[config.mk]
export PLATFORM = sky130hd
export DESIGN_NAME = fifo_flex
export DESIGN_NICKNAME = d
export VERILOG_FILES = /design/src/rtl/fifo_flex.sv
export SDC_FILE = /design/constraint.sdc
export NUM_CORES = 1
export LEC_CHECK = 0
export BUFFER_PORTS_ARGS = -buffer_cell sky130_fd_sc_hd__clkbuf_2
export CAP_MARGIN = 15
export CORE_UTILIZATION = 51
export CTS_BUF_LIST = sky130_fd_sc_hd__clkbuf_8
export CTS_CLUSTER_DIAMETER = 120
export DETAILED_ROUTE_END_ITERATION = 10
export GPL_TIMING_DRIVEN = 1
export PLACE_DENSITY = 0.75
export SLEW_MARGIN = 30
export SYNTH_ARGS = -nofsm -noshare
export SYNTH_HDL_FRONTEND = slang
export SYNTH_SLANG_ARGS = --single-unit
[constraint.sdc]
create_clock -name clk -period 4.3 [get_ports clk]
set_input_delay 0 -clock clk [delete_from_list [all_inputs] [get_ports clk]]
set_output_delay 0 -clock clk [all_outputs]
set_load 0.03 [all_outputs]
[src/rtl/fifo_flex.sv]
// Synchronous valid/ready FIFO with arbitrary depth, optional output register,
// runtime almost-full/empty thresholds, occupancy count, high-water mark and flush.
module fifo_flex #(
    parameter int WIDTH   = 16,
    parameter int DEPTH   = 8,
    parameter int OUT_REG = 0,
    parameter int CW      = $clog2(DEPTH + 2)
) (
    input  logic             clk,
    input  logic             rstn,
    input  logic             flush,
    input  logic             wr_valid,
    output logic             wr_ready,
    input  logic [WIDTH-1:0] wr_data,
    output logic             rd_valid,
    input  logic             rd_ready,
    output logic [WIDTH-1:0] rd_data,
    input  logic [CW-1:0]    af_level,
    input  logic [CW-1:0]    ae_level,
    output logic [CW-1:0]    count,
    output logic [CW-1:0]    hwm,
    output logic             full,
    output logic             empty,
    output logic             almost_full,
    output logic             almost_empty
);

    localparam int            PW   = (DEPTH > 1) ? $clog2(DEPTH) : 1;
    localparam logic [CW-1:0] CAP  = CW'(DEPTH + OUT_REG);
    localparam logic [PW-1:0] LAST = PW'(DEPTH - 1);

    logic [WIDTH-1:0] mem_q [DEPTH];
    logic [PW-1:0]    wp_q, wp_d, rp_q, rp_d;
    logic [CW-1:0]    mcnt_q, mcnt_d;
    logic [CW-1:0]    cnt_q, cnt_d;
    logic [CW-1:0]    hwm_q, hwm_d;
    logic             wr_xfer, rd_xfer, pop, mem_nz;

    assign mem_nz   = (mcnt_q != '0);
    assign full     = (cnt_q == CAP);
    assign empty    = (cnt_q == '0);
    assign wr_ready = ~full & ~flush & rstn;
    assign wr_xfer  = wr_valid & wr_ready;
    // A read handshake during flush is not honoured
    assign rd_xfer  = rd_valid & rd_ready & ~flush;

    assign count        = cnt_q;
    assign hwm          = hwm_q;
    assign almost_full  = (cnt_q >= af_level);
    assign almost_empty = (cnt_q <= ae_level);

    generate
        if (OUT_REG != 0) begin : g_oreg
            logic             ov_q, ov_d;
            logic [WIDTH-1:0] od_q, od_d;

            always_comb begin
                ov_d = ov_q;
                od_d = od_q;
                pop  = 1'b0;
                if (flush) begin
                    ov_d = 1'b0;
                end else if (mem_nz && (!ov_q || rd_xfer)) begin
                    pop  = 1'b1;
                    ov_d = 1'b1;
                    od_d = mem_q[rp_q];
                end else if (rd_xfer) begin
                    ov_d = 1'b0;
                end
            end

            always_ff @(posedge clk) begin
                if (!rstn) begin
                    ov_q <= 1'b0;
                    od_q <= '0;
                end else begin
                    ov_q <= ov_d;
                    od_q <= od_d;
                end
            end

            assign rd_valid = ov_q;
            assign rd_data  = od_q;
        end else begin : g_fwft
            assign pop      = rd_xfer;
            assign rd_valid = mem_nz;
            assign rd_data  = mem_q[rp_q];
        end
    endgenerate

    always_comb begin
        wp_d   = wp_q;
        rp_d   = rp_q;
        mcnt_d = mcnt_q;
        cnt_d  = cnt_q;
        hwm_d  = hwm_q;
        if (flush) begin
            wp_d   = '0;
            rp_d   = '0;
            mcnt_d = '0;
            cnt_d  = '0;
            hwm_d  = '0;
        end else begin
            if (wr_xfer) begin
                wp_d = (wp_q == LAST) ? '0 : wp_q + PW'(1);
            end
            if (pop) begin
                rp_d = (rp_q == LAST) ? '0 : rp_q + PW'(1);
            end
            mcnt_d = mcnt_q + CW'(wr_xfer) - CW'(pop);
            cnt_d  = cnt_q + CW'(wr_xfer) - CW'(rd_xfer);
            hwm_d  = (cnt_d > hwm_q) ? cnt_d : hwm_q;
        end
    end

    always_ff @(posedge clk) begin
        if (!rstn) begin
            wp_q   <= '0;
            rp_q   <= '0;
            mcnt_q <= '0;
            cnt_q  <= '0;
            hwm_q  <= '0;
        end else begin
            wp_q   <= wp_d;
            rp_q   <= rp_d;
            mcnt_q <= mcnt_d;
            cnt_q  <= cnt_d;
            hwm_q  <= hwm_d;
        end
    end

    always_ff @(posedge clk) begin
        if (wr_xfer) begin
            mem_q[wp_q] <= wr_data;
        end
    end

`ifndef SYNTHESIS
    always_ff @(posedge clk) begin
        if (rstn) begin
            assert (cnt_q <= CAP)
                else $error("fifo_flex: count above capacity");
            assert (!(rd_xfer && !wr_xfer && cnt_q == '0))
                else $error("fifo_flex: count underflow");
            assert (!(wr_xfer && !rd_xfer && cnt_q == CAP))
                else $error("fifo_flex: count overflow");
        end
    end
`endif

endmodule

; ---- Yosys cells after proc, flatten, opt, wreduce, memory -nomap -nowiden
; Memory sizes are Yosys's and may differ from the RTL's. A register that Yosys moved wholly into a read port is not among the register bits.
; Index checks and enable logic that the tools add are counted.
[word_totals]
mem_bits_ro = 0
memories = 1
input_bits = 29
mem_bits_rw = 128
latchBits = 0
regBits = 18
output_inout_bits = 30
elab_cells = 35
[mem_list]
columns = name, depth, width, read_ports, rd_clocked_by_memory_dff, wr, line
row1 = mem_q, 8, 16, 1, 1, 1, 32  ; logic [WIDTH-1:0] mem_q [DEPTH];
[classes]
n_reduce_logical = 3
mul = 0
div_mod_pow = 0
bitwise_logic = 8
n_addsub = 6
eq_ne = 3
muxes = 6
shifts = 0
n_lt_le_gt_ge = 3
[ops]
columns = cell, count
row1 = $mux W3, 4
row2 = $add A4 B1 Y4, 2
row3 = $sub A4 B1 Y4, 2
row4 = $add A3 B1 Y3 const B, 2
row5 = $eq A3 B3 Y1 const B, 2
row6 = $and A1 B1 Y1, 5
row7 = $eq A4 B4 Y1 const B, 1
row8 = $ge A4 B4 Y1, 1
row9 = $gt A4 B4 Y1, 1
row10 = $le A4 B4 Y1, 1
row11 = $logic_not A4 Y1, 1
row12 = $reduce_bool A4 Y1, 1
row13 = $not A1 Y1, 3
row14 = $mux W1, 2
row15 = $reduce_or A2 Y1, 1

; ---- Depth between registers and ports, before layout
; Gate-level depths: netlist (run 1).
[depth]
word_depth = 8
depth_mapped = 17
mapped_depth_nobuf = 17

; ---- Worst setup path before layout (run 1)
; OpenSTA, ideal clock, no wires.
[synth_path]
kind = register to register
start = register cnt_q[3] (netlist: count[3])
end = register hwm_q[0] (netlist: hwm[0])
slack_ns = 0.237
required_ns = 4.228
path_buffers = 1
t_arrival_ns = 3.992
stages_incl_launch_ff = 16
setup_ns = 0.072
period_less_slack_ns = 4.063
cell_sequence = dfxtp_1 ha_1 nor3b_1 nand3b_1 buf_2 ha_1 inv_1 ha_1 a21o_1 a21oi_1 xnor2_1 inv_1 ha_1 a21o_1 o21ai_1 mux2i_1
[synth_between]
elab_chain_cells = 8
[synth_rtl]
columns = element, line
row1 = from (decl), 35  ; logic [CW-1:0] cnt_q, cnt_d;
row2 = from (signal assigned), 127  ; cnt_q <= cnt_d;
row3 = $eq A4 B4 Y1 *, 40  ; assign full = (cnt_q == CAP);
row4 = named net full, 22  ; output logic full,
row5 = $not A1 Y1 *, 42  ; assign wr_ready = ~full & ~flush & rstn;
row6 = $and A1 B1 Y1 * (2 in a row), 42
row7 = $and A1 B1 Y1 *, 43  ; assign wr_xfer = wr_valid & wr_ready;
row8 = $add A4 B1 Y4 *, 111  ; cnt_d = cnt_q + CW'(wr_xfer) - CW'(rd_xfer);
row9 = $sub A4 B1 Y4 *, 111
row10 = $gt A4 B4 Y1, 112  ; hwm_d = (cnt_d > hwm_q) ? cnt_d : hwm_q;
row11 = to (signal assigned), 128  ; hwm_q <= hwm_d;
row12 = to (decl), 36  ; logic [CW-1:0] hwm_q, hwm_d;
; The timed path passes the listed nets; every way through them passes the cells marked *.
; A chain may end at the register's enable or synchronous reset.

; ---- Final worst setup path (run 1)
[layout_path]
start = register cnt_q[2] (netlist: count[2])
end = register hwm_q[1] (netlist: hwm[1])
[layout_between]
elab_chain_cells = 8
[layout_rtl]
columns = element, line
row1 = $eq A4 B4 Y1, 40
row2 = $not A1 Y1, 42
row3 = $and A1 B1 Y1 (2 in a row), 42
row4 = $and A1 B1 Y1, 43
row5 = $add A4 B1 Y4 *, 111
row6 = $sub A4 B1 Y4 *, 111
row7 = $gt A4 B4 Y1, 112
; Mark *: on every way between the ends. The rest lies on a longest branch, timed or not.

==> summary.md, run 1 <==
| Metric | Value |
|---|---|
| Remaining global-route overflow | 0 |
| Share of synthesized registers carrying an async set or reset | 0% |
| CP delay by family, top | adder cells |
| Pre-antenna DRT Iters | 6 |
| TritonCTS Sinks | 149 |
| Net switching power | 0.641 mW |
| Post-DRT Antenna Nets | 0 |
| Critical Path Sink Type | flip-flop |
| Sequential fraction of the synthesis area | 68.0% |
| # nets final | 490 |
| Drt drc | 0 |
| Fmax achieved | around 260 MHz |
| Placed insts | 543 |
| Layout cell share with drive strength beyond 1 | between 20 and 30% |
| Worst EP required | 4670 ps |
| R2r setup slk | 510 ps |
| Synthesized instance count | 340 |
| Hold Path Class | in -> reg |
| Final Max Slew Viols | 0 |
| Crit Path Max Fanout | 11 |
| Initial core utilization | 52.2% |
| PD cells | a little under 400 nW/um^2 |
| Sw Ratio | about 22% |
| Die extent in x | 113 um |
| Reg clk slew, reported paths | approximately 80 ps |
| Synthesized Nets | ~400 |
| Pleak | 2.70 nW |
| Final hold violations | 0 |
| RSZ-0062 raised after global routing | false |
| Ports | 59 |
| Antenna violations before repair | 0 |
| Total wire length | 11000 um |
| N_diodes | 0 |
| Comb power frac | 6.7% |
| First-pass GRT wire length | 17300 um |
| Largest net degree at the start of global routing | 33 |
| Port-buffer cells | 58 |
| Clock skew | 11.9 ps |
| Fill cells | 871 |
| Post-synth cell types | 39 |
| Period utilization | 88.1% |
| Final worst slack | 514 ps |
| Crit Path Class | reg -> reg |
| Cts bufs inserted | 17 |
| Buffers plus inverters on the worst setup path | 3 |
| CTS tree | yes |
| Syn-to-layout area delta | 17.4% |
| Crit path launch type | flip-flop |
| Via count | 3310 |
| Fin Hold WS | about 47 ps |
| CTS H-Tree Depth | 4 |
| Worst skew pair latency | 440 ps |
| Result of the run | completed |
| Pre-CTS setup slack | 545 ps |
| Worst vdd ir | 0.000173 V |
| Slew headroom | roughly 37% |
| Slowest CP cell | nand3b_1 |
| Clock Path Buffers | 2 |
| Sequential share of power | 55.0% |
| Hpwl dp | 6830 um |
| CORE AREA | about 12000 sq um |
| Max-cap violations | 0 |
| Min cycle time layout | 3790 ps |
| Average size of a mapped cell | 18.5 sq um |
| GRT Overall Usage | 18.8% |
| Power Internal | 2.24 mW |
| Die H | between 100 and 150 um |
| Drt wl/cell | 18.5 um |
| Worst-margin pin slew | about 950 ps |
| Setup TNS | 0 ps |
| Synth warn | 0 |
| Cells along the critical path | inv_1, ha_1, nor3b_1, nand3b_1, ha_1, inv_1, ha_1, a21o_1, a21oi_1, xnor2_1, inv_1, ha_1, a21o_1, o21ai_1, mux2i_1 |
| Final setup viols | 0 |
| Main synth FF type | edfxtp_1 |
| Dpl cell area | between 6000 and 7000 sq um |
| Final Wtd Congestion | 0.810 |
| Post-route insts no fill | 593 |
| Most frequent CP cell | ha_1 |
| Max incr delay on CP | about 430 ps |
| Crit path DAT | 4150 ps |
| Die ar. | 12800 sq um |
| CTS resizes | 0 |
| Number of global-route vias before repair | about 3300 |
| EDFF count, synth | roughly 130 |
| Mapped Area | 6270 sq um |
| Yosys reg bits | around 150 |
| Final Instance Area | 7370 sq um |
| Row count | 40 |
| Root Driver | clkbuf_8 |
| Via density | 5.58 |
| Clk pwr share | 38.3% |
| Starting DRC count in detailed routing | roughly 160 |
placed cells by master (no fill, tap or decap), types with 3 or more instances in the layout:
| cell | n |
|---|---|
| a21o_1 | 6 |
| a21oi_1 | 8 |
| buf_4 | 10 |
| bufinv_16 | 3 |
| clkbuf_2 | 58 |
| clkbuf_8 | 17 |
| clkinvlp_4 | 3 |
| dfxtp_1 | 21 |
| dlygate4sd3_1 | 17 |
| edfxtp_1 | 128 |
| ha_1 | 26 |
| inv_1 | 27 |
| inv_6 | 4 |
| mux2_2 | 16 |
| mux2i_1 | 3 |
| mux4_1 | 30 |
| nand2_1 | 13 |
| nand2b_1 | 5 |
| nand3_1 | 4 |
| nor2_1 | 9 |
| nor2b_1 | 3 |
| nor3_2 | 3 |
| o21a_1 | 3 |
metrics by stage:
stage / total power [mW] / util, %
floorplan: 1.73 / -
global placement: 1.79 / 56.4
detailed placement: 1.79 / 56.4
CTS: 2.90 / 61.2
global route: 2.98 / 61.3
finish: 2.88 / 61.3
worst register-to-register path: cells and delay by family, from the launching register on:
family | cells | cell delay [ps]
fa+ha+maj | 4 | 1030
compound gates | 4 | 850
simple gates | 2 | 800
flops | 1 | 350
buf+inv | 3 | 290
mux | 1 | 220
xor+xnor | 1 | 180
sequential cells by signal, indices dropped and copies added, names as in the netlist, named ones only:
register / cells
mem_q: 128
count: 4
hwm: 4
mcnt_q: 4
rp_q: 3
wp_q: 3
synth_stat cells (3+ instances only):
| library cell | n | area, sq um |
|---|---|---|
| edfxtp_1 | 128 | 3840 |
| mux4_1 | 30 | 788 |
| ha_1 | 26 | 325 |
| inv_1 | 25 | 93.8 |
| dfxtp_1 | 21 | 420 |
| mux2_2 | 16 | 180 |
| nand2_1 | 13 | 48.8 |
| nor2_1 | 9 | 33.8 |
| a21oi_1 | 8 | 40.0 |
| a21o_1 | 6 | 45.0 |
| nand2b_1 | 5 | 31.3 |
| nand3_1 | 4 | 20.0 |
| nor3_1 | 4 | 20.0 |
| buf_1 | 3 | 11.3 |
| buf_6 | 3 | 33.8 |
| mux2i_1 | 3 | 30.0 |
| nor2b_1 | 3 | 18.8 |
| o21a_1 | 3 | 22.5 |
kinds of logic (layout without fill, tap and decap cells):
kind of cell	after synthesis	in the layout	synth area share (%)
multiplexers	51	51	16.6
XOR/XNOR	4	4	0.558
buffers and inverters	37	143	2.81
flip-flops	149	149	68.0
AO/OA/AOI/OAI	22	22	2.25
adder cells (fa/ha/maj)	28	28	5.82
AND/OR/NAND/NOR	49	49	3.97
metal layers:
metal / global-route usage, % / part of all wire (%) / vias up
met1: 23.8 / 45 / 1688
met2: 31.0 / 50 / 74
met4: 7.28 / 1.4 / 0
li1: - / - / 1533
met3: 5.30 / 3.8 / 15
met5: 0 / 0 / -
timing repair:
item,in CTS,in global routing
setup buffers,0,0
hold endpoints to repair,134,0
hold buffers,17,0
path summary, 6_finish.rpt:
path | start | to | depth (start not counted)
setup reg to reg | count[2]$_SDFF_PP0_ | hwm[1]$_SDFFE_PP0N_ | 15
hold / removal | flush | count[2]$_SDFF_PP0_ | 5
hold reg to reg | hwm[2]$_SDFFE_PP0N_ | hwm[2]$_SDFFE_PP0N_ | 2
setup / recovery | count[2]$_SDFF_PP0_ | hwm[1]$_SDFFE_PP0N_ | 15
power by group through the flow:
stage          combinational (mW)  sequential [mW]  clock, mW
3_3_place_gp                0.172             1.61          0
5_1_grt                     0.209             1.58       1.19
6_report                    0.191             1.58       1.10
4_1_cts                     0.192             1.58       1.12
3_5_place_dp                0.178             1.61          0
2_1_floorplan               0.115             1.62          0
area by class of cell:
cell class	count	area (sq um)	area share, %
timing repair buffer	86	547	7.42
clock buffer	17	234	3.18
inverter	25	93.8	1.27
tap	147	184	2.50
clock inverter	15	178	2.41
sequential	149	4260	57.9
multi-input combinational	154	1870	25.3
No activity file was read; power rests on OpenSTA's default activity.
==> run 2, diff against run 1 <==
Settings changed: CELL_PAD_IN_SITES_DETAIL_PLACEMENT from default to 1, CELL_PAD_IN_SITES_GLOBAL_PLACEMENT from default to 1, PLACE_DENSITY 0.75 to 0.85.
==> summary.md, run 2 (synthesis gave the netlist of run 1 again) <==
| Metric | Value |
|---|---|
| TritonCTS Sinks | 149 |
| Setup TNS | 0 ps |
| Remaining global-route overflow | 0 |
| Util after Layout | 61.5% |
| Die extent in x | 113 um |
| CTS resizes | 0 |
| Fmax achieved | about 260 MHz |
| Met1 usage in global routing | 27.7% |
| Port-buffer cells | just under 60 |
| N_diodes | 0 |
| Die H | 113 um |
| Via density | 5.66 |
| Slew headroom | 31.0% |
| Commonest non-fill, non-tap cells in the layout | edfxtp_1, clkbuf_2, inv_1, mux4_1, ha_1 |
| PD cells | 393 nW/um^2 |
| Setup repair bufs after CTS | 0 |
| Antenna violations before repair | 0 |
| Dpl cell area | 6790 sq um |
| Total wire length | approximately 13000 um |
| RSZ-0062 raised after global routing | false |
| Clock skew | 7.09 ps |
| R2r setup slk | 450 ps |
| Hpwl dp | 8670 um |
| Min cycle time layout | between 3000 and 4000 ps |
| Pleak | between 2 and 3 nW |
| Crit path launch type | flip-flop |
| Final Wtd Congestion | around 0.8 |
| Result of the run | completed |
| Fill cells | 1095 |
| Final Instance Area | 7380 sq um |
| Fin Hold WS | 44.9 ps |
| Largest net degree at the start of global routing | 33 |
| Pre-antenna DRT Iters | 5 |
| Clock Path Buffers | 2 |
| Critical Path Sink Type | flip-flop |
| Most common cell after layout, fill and taps aside | edfxtp_1 |
| Final hold violations | 0 |
| Max-cap violations | 0 |
| Hold Path Class | in -> reg |
| Starting DRC count in detailed routing | 166 |
| # nets final | 490 |
| Final Max Slew Viols | 0 |
| Crit path DAT | 4220 ps |
| Via count | 3355 |
| Period utilization | between 80 and 90% |
| First-pass GRT wire length | 20600 um |
| Most flop-heavy register | mem_q |
| CORE AREA | roughly 12000 sq um |
| CTS tree | yes |
| Worst skew pair latency | 440 ps |
| GRT Overall Usage | 23.0% |
| Final setup viols | 0 |
| Root Driver | clkbuf_8 |
| Final worst slack | 450 ps |
| Initial core utilization | 52.2% |
| Layer with the highest usage | met2 |
| Row count | 40 |
| Layout cell share with drive strength beyond 1 | ~27% |
| Crit Path Class | reg -> reg |
| Drt drc | 0 |
| Drt wl/cell | approximately 22 um |
| Die ar. | 12800 sq um |
| Max FFs per register | 128 |
| Worst vdd ir | roughly 0.00017 V |
| Reg clk slew, reported paths | 70 ps |
| Worst-margin pin slew | 1030 ps |
| Ports | between 50 and 60 |
| CTS H-Tree Depth | 4 |
| Met3 usage | 5.20% |
| Number of global-route vias before repair | 3687 |
| Post-DRT Antenna Nets | 0 |
| Crit Path Max Fanout | 11 |
| Met2 usage | ~40% |
| Cts bufs inserted | 17 |
| Syn-to-layout area delta | 17.6% |
| Pre-CTS setup slack | roughly 430 ps |
| Worst EP required | 4670 ps |
## run 2: cell types whose count changed in the layout (fill, tap and decap cells not counted)
cell        previous run  this run
nor2_2                 0         1
clkbuf_8              17        18
buf_8                  0         1
clkinvlp_4             3         1
buf_6                  1         0
inv_6                  4         0
bufinv_16              3         4
clkinv_1               0         1
nor2_1                 9         8
inv_1                 27        30
## run 2: report_power, final
group	switching (mW)	internal (mW)
logic	0.115	0.0827
clock network	0.487	0.635
registers	0.00617	1.58
## run 2: per-stage QoR
stage,cells,total power [mW]
floorplan,340,1.73
global placement,543,1.79
detailed placement,544,1.80
CTS,593,2.93
global route,593,3.00
finish,593,2.90
## run 2: cell type report
class | instances | area, sq um | area share, %
sequential | 149 | 4260 | 57.8
multi-input combinational | 154 | 1870 | 25.3
timing repair buffer | 86 | 551 | 7.46
clock buffer | 18 | 248 | 3.36
tap | 147 | 184 | 2.49
clock inverter | 14 | 173 | 2.34
inverter | 25 | 93.8 | 1.27
## run 2: per-layer routing
metal	vias to the layer above	share of wire (%)
met4	0	1.9
met3	20	4.1
met2	93	53
li1	1536	-
met5	-	0
met1	1706	41
## run 2: path summary, 6_finish.rpt
check                 startpoint                  end  cells after the start
max          count[2]$_SDFF_PP0_  hwm[1]$_SDFFE_PP0N_                     15
min                        flush  hwm[2]$_SDFFE_PP0N_                      5
max reg2reg  count[2]$_SDFF_PP0_  hwm[1]$_SDFFE_PP0N_                     15
min reg2reg  hwm[2]$_SDFFE_PP0N_  hwm[2]$_SDFFE_PP0N_                      2
## run 2: critical path, cell delays in order, from the launching register on
cell      delay [ps]
dfxtp_1          340
inv_1            120
ha_1             160
nor3b_1          340
nand3b_1         450
ha_1             290
inv_1            100
ha_1             280
a21o_1           150
a21oi_1          180
xnor2_1          200
inv_1             90
ha_1             320
a21o_1           210
o21ai_1          310
mux2i_1          230
## run 2: repair_timing
action                     CTS  global route
setup endpoints to repair    0             0
hold endpoints to repair   134             0
hold buffers                17             0
==> run 3, diff against run 2 <==
Settings changed: CTS_BUF_LIST sky130_fd_sc_hd__clkbuf_8 to default.
==> summary.md, run 3 (synthesis gave the netlist of run 1 again) <==
| Metric | Value |
|---|---|
| Worst-margin pin slew | 1010 ps |
| Slew headroom | 32.4% |
| Initial core utilization | between 50% and 60% |
| Most flop-heavy register | mem_q |
| Worst vdd ir | 0.000268 V |
| First-pass GRT wire length | 20500 um |
| Max-cap violations | 0 |
| Post-DRT Antenna Nets | 0 |
| Result of the run | completed |
| PD cells | approximately 440 nW/um^2 |
| Starting DRC count in detailed routing | 249 |
| Worst skew pair latency | between 400 and 500 ps |
| Crit Path Max Fanout | 11 |
| RSZ-0062 raised after global routing | false |
| Storage element area | around 4300 sq um |
| Pleak | 2.79 nW |
| Via density | 5.71 |
| Drt drc | 0 |
| Final Max Slew Viols | 0 |
| Clock skew | 4.94 ps |
| Most common cell after layout, fill and taps aside | edfxtp_1 |
| Via count | 3387 |
| Number of global-route vias before repair | 3664 |
| Layout cell share with drive strength beyond 1 | 27.1% |
| GRT Overall Usage | around 23% |
| # nets final | 490 |
| Period utilization | 89.3% |
| Min cycle time layout | roughly 3800 ps |
| Largest net degree at the start of global routing | 33 |
| Drt wl/cell | 22.7 um |
| Worst EP required | ~4700 ps |
| Hpwl dp | 8670 um |
| CORE AREA | 12000 sq um |
| Fill cells | around 1100 |
| Final hold violations | 0 |
| CTS tree | yes |
| Fmax achieved | 261 MHz |
| Die ar. | approximately 13000 sq um |
| Multi-input gate area | around 1900 sq um |
| Commonest non-fill, non-tap cells in the layout | edfxtp_1, clkbuf_2, mux4_1, ha_1, inv_1 |
| Clock Path Buffers | 2 |
| Remaining global-route overflow | 0 |
| Antenna violations before repair | 0 |
| Root Driver | clkbuf_16 |
| Crit Path Class | reg -> reg |
| Final Wtd Congestion | 0.819 |
| Crit path DAT | 4180 ps |
| CTS resizes | 0 |
| Max FFs per register | 128 |
| Row count | 40 |
| CTS H-Tree Depth | 4 |
| Die extent in x | 113 um |
| Final setup viols | 0 |
| Die H | about 110 um |
| Crit path launch type | flip-flop |
| Hold Path Class | in -> reg |
| TritonCTS Sinks | 149 |
| Port-buffer cells | 58 |
| Pre-antenna DRT Iters | 4 |
| Total wire length | between 10000 and 15000 um |
| Cts bufs inserted | 17 |
| Ports | 59 |
| Setup TNS | 0 ps |
| Syn-to-layout area delta | 20.7% |
| N_diodes | 0 |
| Critical Path Sink Type | flip-flop |
| Total power | 3.31 mW |
| Reg clk slew, reported paths | 60 ps |
==> run 3: worst paths after layout <==
check | slack, ps | endpoint | cells past startpoint | from
worst max register to register | 460 | hwm[1]$_SDFFE_PP0N_ | 15 | count[2]$_SDFF_PP0_
worst min-delay path | 90 | hwm[0]$_SDFFE_PP0N_ | 5 | flush
worst min register to register | 490 | hwm[2]$_SDFFE_PP0N_ | 2 | hwm[2]$_SDFFE_PP0N_
worst max-delay path | 460 | hwm[1]$_SDFFE_PP0N_ | 15 | count[2]$_SDFF_PP0_
==> run 3: worst max-delay path, cell delays in order (launching register included) <==
cell,delay [ps]
dfxtp_1,340
inv_1,120
ha_1,160
nor3b_1,340
nand3b_1,450
ha_1,290
inv_1,100
ha_1,280
a21o_1,150
a21oi_1,180
xnor2_1,200
inv_1,90
ha_1,320
a21o_1,220
o21ai_1,310
mux2i_1,230
==> run 3: layout make-up <==
cell class / count / area share, %
clock buffers: 23 / 6.04
clock inverters: 9 / 2.03
inverters: 25 / 1.24
multi-input cells: 154 / 24.7
flip-flops and latches: 149 / 56.3
well taps: 147 / 2.43
repair buffers: 86 / 7.27
==> run 3: power by group <==
part	switching, mW	total (mW)	internal [mW]
combinational	0.115	0.198	0.0827
clock	0.538	1.52	0.985
sequential	0.00615	1.59	1.58
==> run 3: metal layers <==
layer | global-route usage (%) | vias to the layer above | share of wire [%]
met4 | 8.68 | 0 | 1.7
li1 | - | 1535 | -
met1 | 27.6 | 1764 | 42
met5 | 0 | - | 0
met2 | 40.3 | 71 | 53
met3 | 5.89 | 17 | 3.7
==> run 3: repair_timing <==
item | CTS | global route
endpoints found under the hold margin | 132 | 0
setup buffers | 0 | 0
endpoints found under the setup margin | 0 | 0
hold buffers | 17 | 0
==> run 3: stage by stage <==
stage | area (sq um) | hold WS (ps) | util [%] | instances | worst slack, ps
finish | 7580 | 91.9 | 63.1 | 593 | 461
global route | 7580 | 117 | 63.1 | 593 | 59.4
CTS | 7570 | 80.9 | 63.0 | 593 | 422
detailed placement | 6790 | 291 | 56.5 | 544 | 434
global placement | 6770 | 268 | 56.4 | 543 | 704
floorplan | 6270 | 98.9 | - | 340 | 237
